`src/rtl/conv_pkg.sv`:
```
// Shared constants and FSM encoding for the 3x3 convolver sequencer.
package conv_pkg;
   localparam int BIT_LEN = 8;
   localparam int M_LEN   = 3;

   typedef enum logic [2:0] {
      S_IDLE,
      S_KLOAD,
      S_ROW,
      S_STREAM,
      S_FLUSH,
      S_DONE
   } state_t;
endpackage

```
`src/rtl/conv_addr_gen.sv`:
```
// Row-base accumulator plus column offset; yields the three vertically adjacent read addresses.
// In kernel mode the base is the kernel address and the row stride is M_LEN.
module conv_addr_gen
   import conv_pkg::*;
#(
   parameter int ADDR_LEN = 16,
   parameter int DIM_LEN  = 10
)(
   input  logic                clk,
   input  logic                rst,
   input  logic                load,
   input  logic [ADDR_LEN-1:0] load_base,
   input  logic                adv,
   input  logic [DIM_LEN-1:0]  width,
   input  logic                kmode,
   input  logic [ADDR_LEN-1:0] k_base,
   input  logic [DIM_LEN-1:0]  col,
   output logic [ADDR_LEN-1:0] addr0,
   output logic [ADDR_LEN-1:0] addr1,
   output logic [ADDR_LEN-1:0] addr2
);
   logic [ADDR_LEN-1:0] row_base;
   logic [ADDR_LEN-1:0] base;
   logic [ADDR_LEN-1:0] stride;

   always_ff @(posedge clk) begin
      if (rst)       row_base <= '0;
      else if (load) row_base <= load_base;
      else if (adv)  row_base <= row_base + ADDR_LEN'(width);
   end

   always_comb begin
      base   = kmode ? k_base : row_base;
      stride = kmode ? ADDR_LEN'(M_LEN) : ADDR_LEN'(width);
      addr0  = base + ADDR_LEN'(col);
      addr1  = addr0 + stride;
      addr2  = addr1 + stride;
   end
endmodule

```
`src/rtl/conv_seq_ctrl.sv`:
```
// Sequencer for the 3x3 convolver: kernel load, banded image sweep, result write strobes.
// Optional CONV_SEQ_CTRL_PERF_EN adds saturating stall/job cycle counters.
module conv_seq_ctrl
   import conv_pkg::*;
#(
   parameter int ADDR_LEN = 16,
   parameter int DIM_LEN  = 10,
   parameter int RD_LAT   = 1
)(
   input  logic                CLK100MHZ,
   input  logic                i_reset,
   input  logic                i_start,
   input  logic [DIM_LEN-1:0]  i_width,
   input  logic [DIM_LEN-1:0]  i_height,
   input  logic [ADDR_LEN-1:0] i_img_base,
   input  logic [ADDR_LEN-1:0] i_k_base,
   input  logic [ADDR_LEN-1:0] i_out_base,
   input  logic                i_stall,
   output logic                o_rd_en,
   output logic [ADDR_LEN-1:0] o_rd_addr0,
   output logic [ADDR_LEN-1:0] o_rd_addr1,
   output logic [ADDR_LEN-1:0] o_rd_addr2,
   output logic                o_conv_valid,
   output logic                o_conv_selK_I,
   output logic                o_wr_en,
   output logic [ADDR_LEN-1:0] o_wr_addr,
   output logic                o_busy,
   output logic                o_done,
   output logic                o_err
`ifdef CONV_SEQ_CTRL_PERF_EN
   ,
   output logic [31:0]         o_stall_cycles,
   output logic [31:0]         o_job_cycles
`endif
);
   state_t               state_q, state_d;
   logic [DIM_LEN-1:0]   c_q, c_d, r_q, r_d;
   logic [DIM_LEN-1:0]   width_q, height_q;
   logic [ADDR_LEN-1:0]  k_base_q, wr_addr_q;
   logic                 err_q, wr_en_q;
   logic                 issue, issue_img, kmode, row_adv;
   logic                 start_acc, dims_ok;
   logic [ADDR_LEN-1:0]  a0, a1, a2;
   logic [RD_LAT:1]      vld_pipe, sel_pipe, wc_pipe;

   assign dims_ok   = (i_width >= DIM_LEN'(M_LEN)) && (i_height >= DIM_LEN'(M_LEN));
   assign start_acc = (state_q == S_IDLE) && i_start && dims_ok;

   always_comb begin
      state_d   = state_q;
      c_d       = c_q;
      r_d       = r_q;
      issue     = 1'b0;
      issue_img = 1'b0;
      kmode     = 1'b0;
      row_adv   = 1'b0;
      case (state_q)
         S_IDLE: if (start_acc) begin
            state_d = S_KLOAD;
            c_d     = '0;
            r_d     = '0;
         end
         S_KLOAD: begin
            kmode = 1'b1;
            if (!i_stall) begin
               issue = 1'b1;
               if (c_q == DIM_LEN'(M_LEN - 1)) begin
                  state_d = S_ROW;
                  c_d     = '0;
               end else c_d = c_q + 1'b1;
            end
         end
         S_ROW: begin
            c_d     = '0;
            state_d = S_STREAM;
         end
         S_STREAM: if (!i_stall) begin
            issue     = 1'b1;
            issue_img = 1'b1;
            if (c_q == width_q - 1'b1) begin
               c_d = '0;
               if (r_q == height_q - DIM_LEN'(M_LEN)) state_d = S_FLUSH;
               else begin
                  r_d     = r_q + 1'b1;
                  row_adv = 1'b1;
                  state_d = S_ROW;
               end
            end else c_d = c_q + 1'b1;
         end
         S_FLUSH: if (vld_pipe == '0) state_d = S_DONE;
         S_DONE:  state_d = S_IDLE;
         default: state_d = S_IDLE;
      endcase
   end

   always_ff @(posedge CLK100MHZ) begin
      if (i_reset) begin
         state_q   <= S_IDLE;
         c_q       <= '0;
         r_q       <= '0;
         width_q   <= '0;
         height_q  <= '0;
         k_base_q  <= '0;
         wr_addr_q <= '0;
         err_q     <= 1'b0;
         wr_en_q   <= 1'b0;
         vld_pipe  <= '0;
         sel_pipe  <= '0;
         wc_pipe   <= '0;
      end else begin
         state_q <= state_d;
         c_q     <= c_d;
         r_q     <= r_d;
         err_q   <= (state_q == S_IDLE) && i_start && !dims_ok;
         if (start_acc) begin
            width_q   <= i_width;
            height_q  <= i_height;
            k_base_q  <= i_k_base;
            wr_addr_q <= i_out_base;
         end else if (wr_en_q) wr_addr_q <= wr_addr_q + 1'b1;
         // The first two columns of a row only prime the convolver window.
         vld_pipe[1] <= issue;
         sel_pipe[1] <= issue_img;
         wc_pipe[1]  <= issue_img && (c_q >= DIM_LEN'(M_LEN - 1));
         for (int k = 2; k <= RD_LAT; k++) begin
            vld_pipe[k] <= vld_pipe[k-1];
            sel_pipe[k] <= sel_pipe[k-1];
            wc_pipe[k]  <= wc_pipe[k-1];
         end
         wr_en_q <= wc_pipe[RD_LAT];
      end
   end

   conv_addr_gen #(.ADDR_LEN(ADDR_LEN), .DIM_LEN(DIM_LEN)) u_addr (
      .clk      (CLK100MHZ),
      .rst      (i_reset),
      .load     (start_acc),
      .load_base(i_img_base),
      .adv      (row_adv),
      .width    (width_q),
      .kmode    (kmode),
      .k_base   (k_base_q),
      .col      (c_q),
      .addr0    (a0),
      .addr1    (a1),
      .addr2    (a2)
   );

   assign o_rd_en       = issue;
   assign o_rd_addr0    = issue ? a0 : '0;
   assign o_rd_addr1    = issue ? a1 : '0;
   assign o_rd_addr2    = issue ? a2 : '0;
   assign o_conv_valid  = vld_pipe[RD_LAT];
   assign o_conv_selK_I = sel_pipe[RD_LAT];
   assign o_wr_en       = wr_en_q;
   assign o_wr_addr     = wr_addr_q;
   assign o_busy        = (state_q != S_IDLE) && (state_q != S_DONE);
   assign o_done        = (state_q == S_DONE);
   assign o_err         = err_q;

`ifdef CONV_SEQ_CTRL_PERF_EN
   logic [31:0] stall_q, job_q;

   always_ff @(posedge CLK100MHZ) begin
      if (i_reset) begin
         stall_q <= '0;
         job_q   <= '0;
      end else if (start_acc) begin
         stall_q <= '0;
         job_q   <= '0;
      end else begin
         if (o_busy && (job_q != '1)) job_q <= job_q + 1'b1;
         if (o_busy && i_stall && (stall_q != '1)) stall_q <= stall_q + 1'b1;
      end
   end

   assign o_stall_cycles = stall_q;
   assign o_job_cycles   = job_q;
`endif
endmodule
```
`config.mk`:
```
export PLATFORM = sky130hd
export DESIGN_NAME = conv_seq_ctrl
export DESIGN_NICKNAME = d
export VERILOG_FILES = /design/src/rtl/conv_pkg.sv /design/src/rtl/conv_addr_gen.sv /design/src/rtl/conv_seq_ctrl.sv
export SDC_FILE = /design/constraint.sdc
export NUM_CORES = 1
export LEC_CHECK = 0
export ABC_CLOCK_PERIOD_IN_PS = 8900
export CELL_PAD_IN_SITES_DETAIL_PLACEMENT = 2
export CELL_PAD_IN_SITES_GLOBAL_PLACEMENT = 2
export CORE_UTILIZATION = 30
export CTS_BUF_LIST = sky130_fd_sc_hd__clkbuf_4 sky130_fd_sc_hd__clkbuf_8
export DETAILED_ROUTE_END_ITERATION = 16
export GPL_ROUTABILITY_DRIVEN = 1
export HOLD_SLACK_MARGIN = 0.15
export MAX_ROUTING_LAYER = met4
export PLACE_DENSITY = 0.88
export SYNTH_ARGS = -nofsm -noshare
export SYNTH_HDL_FRONTEND = slang
export SYNTH_HIERARCHICAL = 1
export SYNTH_SLANG_ARGS = --single-unit
```
`constraint.sdc`:
```
create_clock -name CLK100MHZ -period 8.9 [get_ports CLK100MHZ]
set_clock_uncertainty 0.05 [all_clocks]
set_input_delay 1.335 -clock CLK100MHZ [delete_from_list [all_inputs] [get_ports CLK100MHZ]]
set_output_delay 1.335 -clock CLK100MHZ [all_outputs]
set_load 0.03 [all_outputs]
```
==> metrics.md <==
| Metric | Value |
|---|---|
| Status | `finished clean` |
| Htree depth | `3` |
| Final WS setup | `0.466 ns` |
| CP Launch Point | `state_q[0]` |
| Worst vdd ir | `0.0668 mV` |
| Die area | `around 27000 um2` |
| #FFs+latches synth | `96` |
| Via count | `7924` |
| Postcts setup bufs | `0` |
| Site Rows | `just under 60` |
| Share of cells above drive strength 1 | `under 10%` |
| Gr usage total | `between 20% and 30%` |
| Core area | `25300 um2` |
| First-pass GRT wire length | `around 46000 um` |
| Clock buffer depth | `2` |
| Leak | `between 3 and 4 nW` |
| Final antenna-violating net count | `0` |
| Met2 wire length | `about 15000 um` |
| Ranking of synthesized cells by area | `dfxtp_1 25%, ha_1 7.7%, xnor2_1 6.2%` |
| Dpl ws | `about 0.94 ns` |
| Tcrit/Tclk final | `a little over nine tenths` |
| Measured slew at the worst slew-check pin | `between 1 and 1.5 ns` |
| Footprint of the multi-input gates | `around 5500 um2` |
| Die Wd | `about 160 um` |
| Max-slew violation count | `0` |
| Worst Path Max Fanout | `29` |
| Met1 Routed Length | `roughly 13000 um` |
| Sequential cell area | `approximately 1900 um2` |
| Most common cell after layout, fill and taps aside | `clkdlybuf4s50_1` |
| Chip Height | `163 um` |
| Register-to-Register Setup Slack | `a little under 4 ns` |
| Residual DRC | `0` |
| Nets | `~1200` |
| Worst-skew pair later-pin latency | `roughly 0.40 ns` |
| Leading area contributor after synthesis | `dfxtp_1` |
| Synthesized instance count | `around 1000` |
| Drt pass-1 iters | `4` |
| Most used DFF post-synth | `dfxtp_1` |
| Most frequent cells in the layout | `141 x clkdlybuf4s50_1, 123 x nand2_1, 96 x dfxtp_1` |
| CTS sink cnt | `96` |
| CTS buffer count | `9` |
| Met3 Wirelength | `666 um` |
| Detailed-placement wirelength estimate | `around 22000 um` |
| Max cap viols | `0` |
| Crit path kind | `reg2out` |
| Wire per inst | `19.6 um` |
| Final hold vios | `0` |
| Fillers | `between 2000 and 3000` |
| # IOs | `between 100 and 150` |
| Antenna violations before repair | `0` |
| Root Buffer | `clkbuf_8` |
| Critical path capture point type | `output port` |
| Largest net degree at the start of global routing | `a little under 70` |
| Gpl congestion | `between 0.7 and 0.8` |
| FFs w/ async S/R, synth | `0%` |
| Worst r2r src | `width_q[0]` |
| # resized after CTS | `0` |
| Share of the synthesized area in the top cell type | `about 25%` |
| Yosys warnings | `6` |
| CTS tree | `yes` |
| Antenna diode count | `0` |
| Clock slew at reported path FFs | `~0.11 ns` |
| Pwr/cell area | `roughly 140 nW/um2` |
| Min-Delay Path Class | `reg2reg` |
| Initial core utilization | `30.7%` |
| Syn_nets | `1137` |
| CP startpoint kind | `register` |
| Slew headroom | `23.9%` |
| Hold Crit Start | `wc_pipe` |
| Number of synthesized flops with an enable pin | `0` |
| Critical Path AT | `roughly 7 ns` |
| Vias/cell | `between 5 and 6` |
| WL final | `28500 um` |
| Mapped Area | `7780 um2` |
| Cts hold-fix bufs | `0` |
| Synthesized area per cell | `about 7.7 um2` |
| Distinct cells, synth | `between 80 and 90` |
| Highest Signal Layer | `met4` |
| Critical path required time | `roughly 7.5 ns` |
| DRT iter0 DRCs | `around 330` |
| Fmax | `~120 MHz` |
| Area delta synth->final | `24.5%` |
| Setup tns final | `0 ns` |
| Final setup viols | `0` |
| RSZ-0062 raised after global routing | `false` |
| Vias in the first global route | `8577` |
| Tmin final | `approximately 8.4 ns` |
| Post-synthesis sequential area ratio | `~25%` |
| GR Overflow Total | `0` |
| IO Port Bufs | `between 100 and 150` |
==> metrics by stage <==
step | cells | cell area, um2 | utilization (%) | total power [mW] | hold WS [ns]
global route | 1457 | 9690 | 38.3 | 1.48 | 0.434
finish | 1457 | 9690 | 38.3 | 1.40 | 0.407
detailed placement | 1441 | 9450 | 37.3 | 1.05 | 0.391
floorplan | 1013 | 7780 | - | 0.859 | 0.364
global placement | 1441 | 9450 | 37.3 | 1.01 | 0.369
CTS | 1457 | 9690 | 38.3 | 1.41 | 0.414
==> worst max-delay path: stages (launching register included) <==
cell and delay (ns):
dfxtp_1 0.52, nand2b_1 0.16, nor2_2 0.11, buf_4 0.36, mux2_2 0.41, ha_1 0.24
fa_1 0.44, a211oi_1 0.27, o21bai_1 0.15, a21oi_1 0.24, o21bai_1 0.11, a21oi_1 0.18
xnor2_1 0.20, ha_1 0.32, a21o_1 0.19, a31oi_1 0.20, xnor2_1 0.17, ha_1 0.33
and3_2 0.24, a2111oi_1 0.60, a311o_1 0.23, o21ai_2 0.06, xnor2_1 0.11, and2_1 0.13
clkdlybuf4s50_1 0.67
==> flip-flops by register name, summed over array words and instances (netlist names), 3 cells and up <==
| name | flops |
|---|---|
| state_q | 3 |
| height_q | 10 |
| u_addr/row_base | 16 |
| k_base_q | 16 |
| width_q | 10 |
| o_wr_addr | 16 |
| r_q | 10 |
| c_q | 10 |
==> final timing paths <==
path,depth (start not counted),endpoint
setup / recovery,24,o_rd_addr2[15]
hold / removal,1,o_wr_en
setup reg to reg,14,u_addr/row_base[11]
hold reg to reg,1,o_wr_en
==> logic make-up after synthesis <==
family / synth area share (%)
simple gates: 27.9
compound gates: 21.6
xor+xnor: 9.74
flops: 24.7
buf+inv: 4.56
fa+ha+maj: 8.74
mux: 2.80
==> cell usage after synthesis, drive strengths merged, types with 9 or more instances <==
cell type,n
nand2,125
dfxtp,96
nor2,92
a21oi,75
xnor2,56
and2,53
ha,48
nand3,43
inv,38
clkbuf,37
o21ai,35
a211oi,28
xor2,27
nor2b,21
nor3,21
and3,15
a21o,12
buf,12
or3,12
mux2,11
nor4,10
mux2i,9
o21bai,9
==> report_power, final <==
group,switching (mW),total [mW],internal (mW)
combinational,0.304,0.525,0.221
clock,0.172,0.359,0.187
sequential,0.0498,0.513,0.463
total,0.526,1.40,0.872
==> layout make-up <==
class,instances,share of cell area (%)
timing repair buffer,147,15.0
clock buffer,9,1.28
sequential,96,19.8
tap,330,4.26
multi-input combinational,828,56.9
inverter,40,1.56
clock inverter,7,1.21
==> per-layer routing <==
layer / vias up / GRT usage (%)
met1: 3959 / 26.7
li1: 3797 / -
met3: 32 / 2.01
met2: 136 / 40.3
met5: - / -
met4: 0 / 5.82
Note: power is estimated with default switching activity, not from simulation.
==> patch 1 (same flow settings) <==
`c_q` no longer has a reset.
--- a/src/rtl/conv_seq_ctrl.sv
+++ b/src/rtl/conv_seq_ctrl.sv
@@ -96,7 +96,6 @@
    always_ff @(posedge CLK100MHZ) begin
       if (i_reset) begin
          state_q   <= S_IDLE;
-         c_q       <= '0;
          r_q       <= '0;
          width_q   <= '0;
          height_q  <= '0;
@@ -109,7 +108,6 @@
          wc_pipe   <= '0;
       end else begin
          state_q <= state_d;
-         c_q     <= c_d;
          r_q     <= r_d;
          err_q   <= (state_q == S_IDLE) && i_start && !dims_ok;
          if (start_acc) begin
@@ -129,6 +127,10 @@
          end
          wr_en_q <= wc_pipe[RD_LAT];
       end
+   end
+
+   always_ff @(posedge CLK100MHZ) begin
+      c_q <= c_d;
    end
 
    conv_addr_gen #(.ADDR_LEN(ADDR_LEN), .DIM_LEN(DIM_LEN)) u_addr (
Function: same outputs for any inputs over 4 cycles, from zero or initial values and one cycle with i_reset high; that may be too few to reach the edited logic, so the function may still have changed.
==> patch 1 against the unedited design <==
Total power is 7.3% higher; sequential power is 3% higher; maximum frequency increased by 0.99%; worst setup slack gained 0.083 ns; die area up 2.3%; final area is 1.4% higher; wire length fell by 3.2%; critical path depth decreased by 1; sequential cell count unchanged; area after synthesis is 2.3% higher.
==> patch 1: results (changes against the unedited design) <==
cts_buffer_depth: 2  # unchanged
fin_ws_ns: 0.549  # was 0.466 ns
first_pass_grt_wire_length_um: 44200  # was 46,100 um
num_antenna_cells: 0  # unchanged
outcome: "finished, final reports clean"  # unchanged
layout.nets: 1240  # was 1,246
largest_fanout_of_any_net_on_the_critical_path: 28  # was 29
endpoint_of_the_most_critical_register_to_register_path: "u_addr/row_base[15]"  # was u_addr/row_base[11]
met3_wl_um: 540  # was 666 um
yosysSeqAreaShare_pct: 25.4  # was 24.7%
regToRegStartpoint: "width_q[0]"  # unchanged
firstDrtPassIters: 4  # unchanged
r2r_cells: 14  # unchanged
grt_start_max_net_pins: 72  # was 69
post_cts.repair.setup_buffers: 0  # unchanged
routability_congestion: 0.805  # was 0.796
postSynth.topFlopCell: "dfxtp_1"  # unchanged
final_layout_size_suffix_gt1_share_pct: 7.14  # was 6.83%
cts.repair.resized: 0  # unchanged
dp_worst_setup_slack_ns: 1.04  # was 0.943 ns
detail_route.iter0.violations: 370  # was 333
synth_cell_types: 87  # was 86
first_global_vias: 8216  # was 8,577
synth_enable_flop_cells: 10  # was 0
synth_top_cells_by_area: "dfxtp_1 (22%), ha_1 (7.5%), nand2_1 (6.1%)"  # was dfxtp_1 (25%), ha_1 (7.7%), xnor2_1 (6.2%)
power_leakage_uw: 0.00383  # was 0.00378 uW
track_usage_pct: 21.2  # was 22.5%
dp.final_hpwl_um: 21600  # was 22,100 um
wl_per_cell_um: 19.0  # was 19.6 um
cts_inserted_buffers: 9  # unchanged
maximum_resistive_drop_on_vdd_mv: 0.0663  # was 0.0668 mV
max_h_tree_level: 3  # unchanged
commonest_cells_in_the_synthesized_netlist: "nand2_1 (129), dfxtp_1 (86), nor2_1 (86), a21oi_1 (73), and2_1 (54)"  # was nand2_1 (123), dfxtp_1 (96), nor2_1 (92), a21oi_1 (74), xnor2_1 (55)
total_nets_after_synthesis: 1131  # was 1,137
wl_met1_um: 13100  # was 12,800 um
worstMarginPinSlew_ns: 1.19  # was 1.14 ns
cts_root_buffer: "clkbuf_8"  # unchanged
yosys_warnings: 6  # unchanged
numPortBuffers: 142  # unchanged
wl_met2_um: 13600  # was 14,600 um
vias: 7762  # was 7,924
initial_antenna_violation_count: 0  # unchanged
fill_cells: 2958  # was 2,879
sw_share_pct: 41.9  # was 37.6%
worstSetupStartpoint: "state_q[0]"  # unchanged
ff2ff_setup_slack_ns: 4.74  # was 3.86 ns
hp-class: "flip-flop to flip-flop"  # unchanged
clk-insertion-delay-late_ns: 0.40  # about the same
asyncSetResetFlopFracSynth_pct: 0  # unchanged
hp-start: "height_q[9]"  # was wc_pipe
critical_path.endpoint: "o_rd_addr2[15]"  # unchanged
top_layer_used: "met4"  # unchanged
-- patch 1: cell count changes after synthesis, sizes merged, moves of 6 or more --
cell / before / now
and3: 15 / 23
nand3: 43 / 33
edfxtp: 0 / 10
dfxtp: 96 / 86
a31oi: 7 / 15
a31o: 8 / 0
nand2b: 6 / 12
nor2: 92 / 86
nor3: 21 / 15
xor2: 27 / 39
or3: 12 / 3
-- patch 1: worst max-delay path, stage by stage, from the launching register on --
cell	delay, ns
dfxtp_1	0.50
nand2b_1	0.23
nor2_2	0.17
buf_4	0.33
mux2_2	0.39
ha_1	0.35
a211oi_1	0.39
o21bai_1	0.17
a21oi_1	0.25
o21bai_1	0.09
a21oi_1	0.20
xnor2_1	0.20
ha_1	0.33
a21o_1	0.18
a31oi_1	0.17
xnor2_1	0.17
ha_1	0.34
and3_2	0.24
a2111oi_1	0.61
a311o_1	0.24
o21ai_2	0.06
xnor2_1	0.13
and2_1	0.14
clkdlybuf4s50_1	0.67
-- patch 1: power groups by stage --
stage,registers (uW),logic [uW],clock network (uW)
2_1_floorplan,523,469,0
3_3_place_gp,535,632,0
3_5_place_dp,538,666,0
4_1_cts,528,673,314
5_1_grt,533,738,328
6_report,529,669,301
-- patch 1: layout make-up --
type	instances	area share, %
Multi-Input combinational cell	822	56.8
Sequential cell	96	20.6
Timing Repair Buffer	149	14.9
Tap cell	335	4.27
Inverter	38	1.46
Clock buffer	9	1.26
Clock inverter	7	0.675
-- patch 1: worst min-delay path by stage --
stage	end	slack, ns	depth (start not counted)
CTS	height_q[9]	0.44	2
detailed placement	height_q[9]	0.42	2
global route	height_q[9]	0.47	2
finish	height_q[9]	0.44	2
floorplan	o_wr_en	0.36	1
global placement	height_q[9]	0.41	2
-- patch 1: cell families after synthesis --
family / after synthesis / synth area share (%)
and+or+nand+nor: 426 / 27.0
AOI/OAI and AO/OA: 227 / 20.7
DFF: 96 / 25.4
xor gates and xnor gates: 94 / 10.6
buffers and inverters: 89 / 4.60
adders and majority gates: 52 / 8.54
muxes: 23 / 3.17
-- patch 1: per-stage QoR --
| stage | std cells | area, sq um |
|---|---|---|
| global placement | 1440 | 9640 |
| CTS | 1456 | 9830 |
| global route | 1456 | 9830 |
| floorplan | 1007 | 7970 |
| detailed placement | 1440 | 9640 |
| finish | 1456 | 9830 |
-- patch 1: layer usage --
layer | global-route usage [%] | up-vias
li1 | - | 3750
met1 | 27.0 | 3861
met2 | 36.2 | 122
met3 | 1.96 | 29
met4 | 5.17 | 0
met5 | - | -
==> patch 2 (config.mk and constraints unchanged) <==
Without the edit above. `ADDR_LEN` is set to 16 in 2 places; all go to 32.
--- a/src/rtl/conv_addr_gen.sv
+++ b/src/rtl/conv_addr_gen.sv
@@ -3,7 +3,7 @@
 module conv_addr_gen
    import conv_pkg::*;
 #(
-   parameter int ADDR_LEN = 16,
+   parameter int ADDR_LEN = 32,
    parameter int DIM_LEN  = 10
 )(
    input  logic                clk,
--- a/src/rtl/conv_seq_ctrl.sv
+++ b/src/rtl/conv_seq_ctrl.sv
@@ -3,7 +3,7 @@
 module conv_seq_ctrl
    import conv_pkg::*;
 #(
-   parameter int ADDR_LEN = 16,
+   parameter int ADDR_LEN = 32,
    parameter int DIM_LEN  = 10,
    parameter int RD_LAT   = 1
 )(
Ports: changed (7 resized); port bits go from 143 to 255. The function was not compared with the original's and may differ.
==> patch 2 against the unedited design <==
Wire length rose by 64%; sequential power is 48% higher; clock power up 74%; worst hold slack worse by 0.0028 ns; sequential share of layout area fell by 1.3 points; combinational power up 25%; worst setup slack got worse by 0.057 ns; final area up 60%; critical path type unchanged; area after synthesis up 54%; sequential cell count up 48; critical path depth grew 2; total power increased by 46%; synthesized cell count increased by 57%.
==> patch 2: results (changes against the unedited design) <==
finalNonFillerCells: 2337  # was 1,457
placed_area_sq_um: 15000  # was 9450 sq um
numPortBuffers: 254  # was 142
routability_congestion: 0.895  # was 0.796
sw_share_pct: 35.9  # was 37.6%
firstDrtPassIters: 6  # was 4
crit_family: "compound AO/OA/AOI/OAI gates"  # unchanged
cts_root_buffer: "clkbuf_8"  # unchanged
cts.reportedPaths.clkPinSlew_ns: 0.10
cts_inserted_buffers: 17  # was 9
hp-class: "flip-flop to flip-flop"  # unchanged
power_leakage_uw: 0.00595  # was 0.00378 uW
synth_top_cells_by_area: "dfxtp_1 (24%), xnor2_1 (7.1%), nand2_1 (6.1%)"  # was dfxtp_1 (25%), ha_1 (7.7%), xnor2_1 (6.2%)
first_global_vias: 13600  # was 8,577
postSynthAreaPerCell_sq_um: 7.56  # was 7.69 sq um
track_usage_pct: 23.5  # was 22.5%
initial_antenna_violation_count: 11  # was 0
grt_overflow_total: 0  # unchanged
postSynth.topFlopCell: "dfxtp_1"  # unchanged
slowest_delay_ns: 0.49  # was 0.67 ns
grt_start_max_net_pins: 98  # was 69
yosysSeqAreaShare_pct: 24.0  # was 24.7%
clk-insertion-delay-late_ns: 0.48  # was 0.40 ns
asyncSetResetFlopFracSynth_pct: 0  # unchanged
total_nets_after_synthesis: 1761  # was 1,137
dp_worst_setup_slack_ns: 0.0394  # was 0.943 ns
final_layout_size_suffix_gt1_share_pct: 6.53  # was 6.83%
maximum_resistive_drop_on_vdd_mv: 0.0767  # was 0.0668 mV
maxSlewHeadroom_pct: 33.7  # was 23.9%
max_h_tree_level: 4  # was 3
avgViaCountPerCell: 5.38  # was 5.44
detail_route.wirelength_um: 46900  # was 28,500 um
slowest_stage: "or4b_4"  # was clkdlybuf4s50_1
layout.nets: 1967  # was 1,246
first_pass_grt_wire_length_um: 75100  # was 46,100 um
most_frequently_used_cell_type_in_the_post_synthesis_netlist: "nand2_1"  # unchanged
cts_buffer_depth: 2  # unchanged
outcome: "finished, final reports clean"  # unchanged
detail_route.iter0.violations: 524  # was 333
critPathArrivalTime_ns: 7.11  # was 7.05 ns
yosys_warnings: 6  # unchanged
largest_fanout_of_any_net_on_the_critical_path: 12  # was 29
dp.final_hpwl_um: 36000  # was 22,100 um
commonest_cells_in_the_synthesized_netlist: "nand2_1 (197), nor2_1 (146), dfxtp_1 (144), a21oi_1 (107), and2_1 (105)"  # was nand2_1 (123), dfxtp_1 (96), nor2_1 (92), a21oi_1 (74), xnor2_1 (55)
synth_cell_types: 98  # was 86
timing.final.max_slew_violations: 0  # unchanged
-- patch 2: cells by family (layout without fill, tap and decap cells) --
kind of cell             after synthesis  in the layout  share of synthesized area, %
adder cells (fa/ha/maj)               51             51                          5.56
other                                  0             11                             0
buffers and inverters                137            355                          4.76
multiplexers                          53             53                          4.63
XOR/XNOR                             158            158                          11.6
AND/OR/NAND/NOR                      700            700                          29.6
AO/OA/AOI/OAI                        347            347                          19.9
flip-flops                           144            144                          24.0
-- patch 2: power groups by stage --
| stage | combinational, uW | clock (uW) | sequential [uW] |
|---|---|---|---|
| 6_report | 655 | 623 | 761 |
| 5_1_grt | 714 | 665 | 769 |
| 4_1_cts | 659 | 643 | 761 |
| 3_5_place_dp | 649 | 0 | 775 |
| 3_3_place_gp | 618 | 0 | 770 |
| 2_1_floorplan | 400 | 0 | 777 |
-- patch 2: repair_timing --
item                                    CTS  global route
endpoints found under the setup margin    9            14
pin swaps                                 1             1
resized for setup                         8            16
cloned                                    0             0
buffers inserted                          3             1
-- patch 2: cell type report --
class	count	area [sq um]
multi-input combinational	1309	8620
clock buffer	18	248
timing repair buffer	273	2700
inverter	51	191
antenna	11	27.5
tap	518	648
sequential	144	2880
clock inverter	13	209
fill	4476	23600
-- patch 2: stage by stage --
| stage | power [uW] | hold WS, ns |
|---|---|---|
| global route | 2150 | 0.412 |
| global placement | 1390 | 0.387 |
| finish | 2040 | 0.404 |
| CTS | 2060 | 0.408 |
| detailed placement | 1420 | 0.387 |
| floorplan | 1180 | 0.364 |
-- patch 2: worst register-to-register path: stages, from the launching register on --
cell and delay (ns):
dfxtp_1 0.53, inv_1 0.11, ha_1 0.33, o21ba_2 0.24, a221oi_1 0.29, a41oi_1 0.15, a211oi_4 0.53, nand2_1 0.13
nor4_2 0.25, buf_4 0.29, inv_1 0.28, nor3_1 0.34, nand3_1 0.41, a2111oi_0 0.71, xor2_1 0.15, mux2i_1 0.16
nor2_1 0.05
-- patch 2: final timing paths --
kind,endpoint,slack [ns],start,cells past startpoint
setup / recovery,o_rd_addr2[28],0.41,state_q[2],26
hold / removal,o_wr_en,0.40,wc_pipe,1
setup reg to reg,u_addr/row_base[28],3.75,width_q[0],16
hold reg to reg,o_wr_en,0.40,wc_pipe,1
-- patch 2: metal layers --
metal	vias up	track usage (%)	part of all wire, %
met4	0	7.63	2.5
met5	-	-	0
li1	6024	-	-
met1	6202	27.5	44
met3	67	5.48	5.4
met2	270	39.4	49
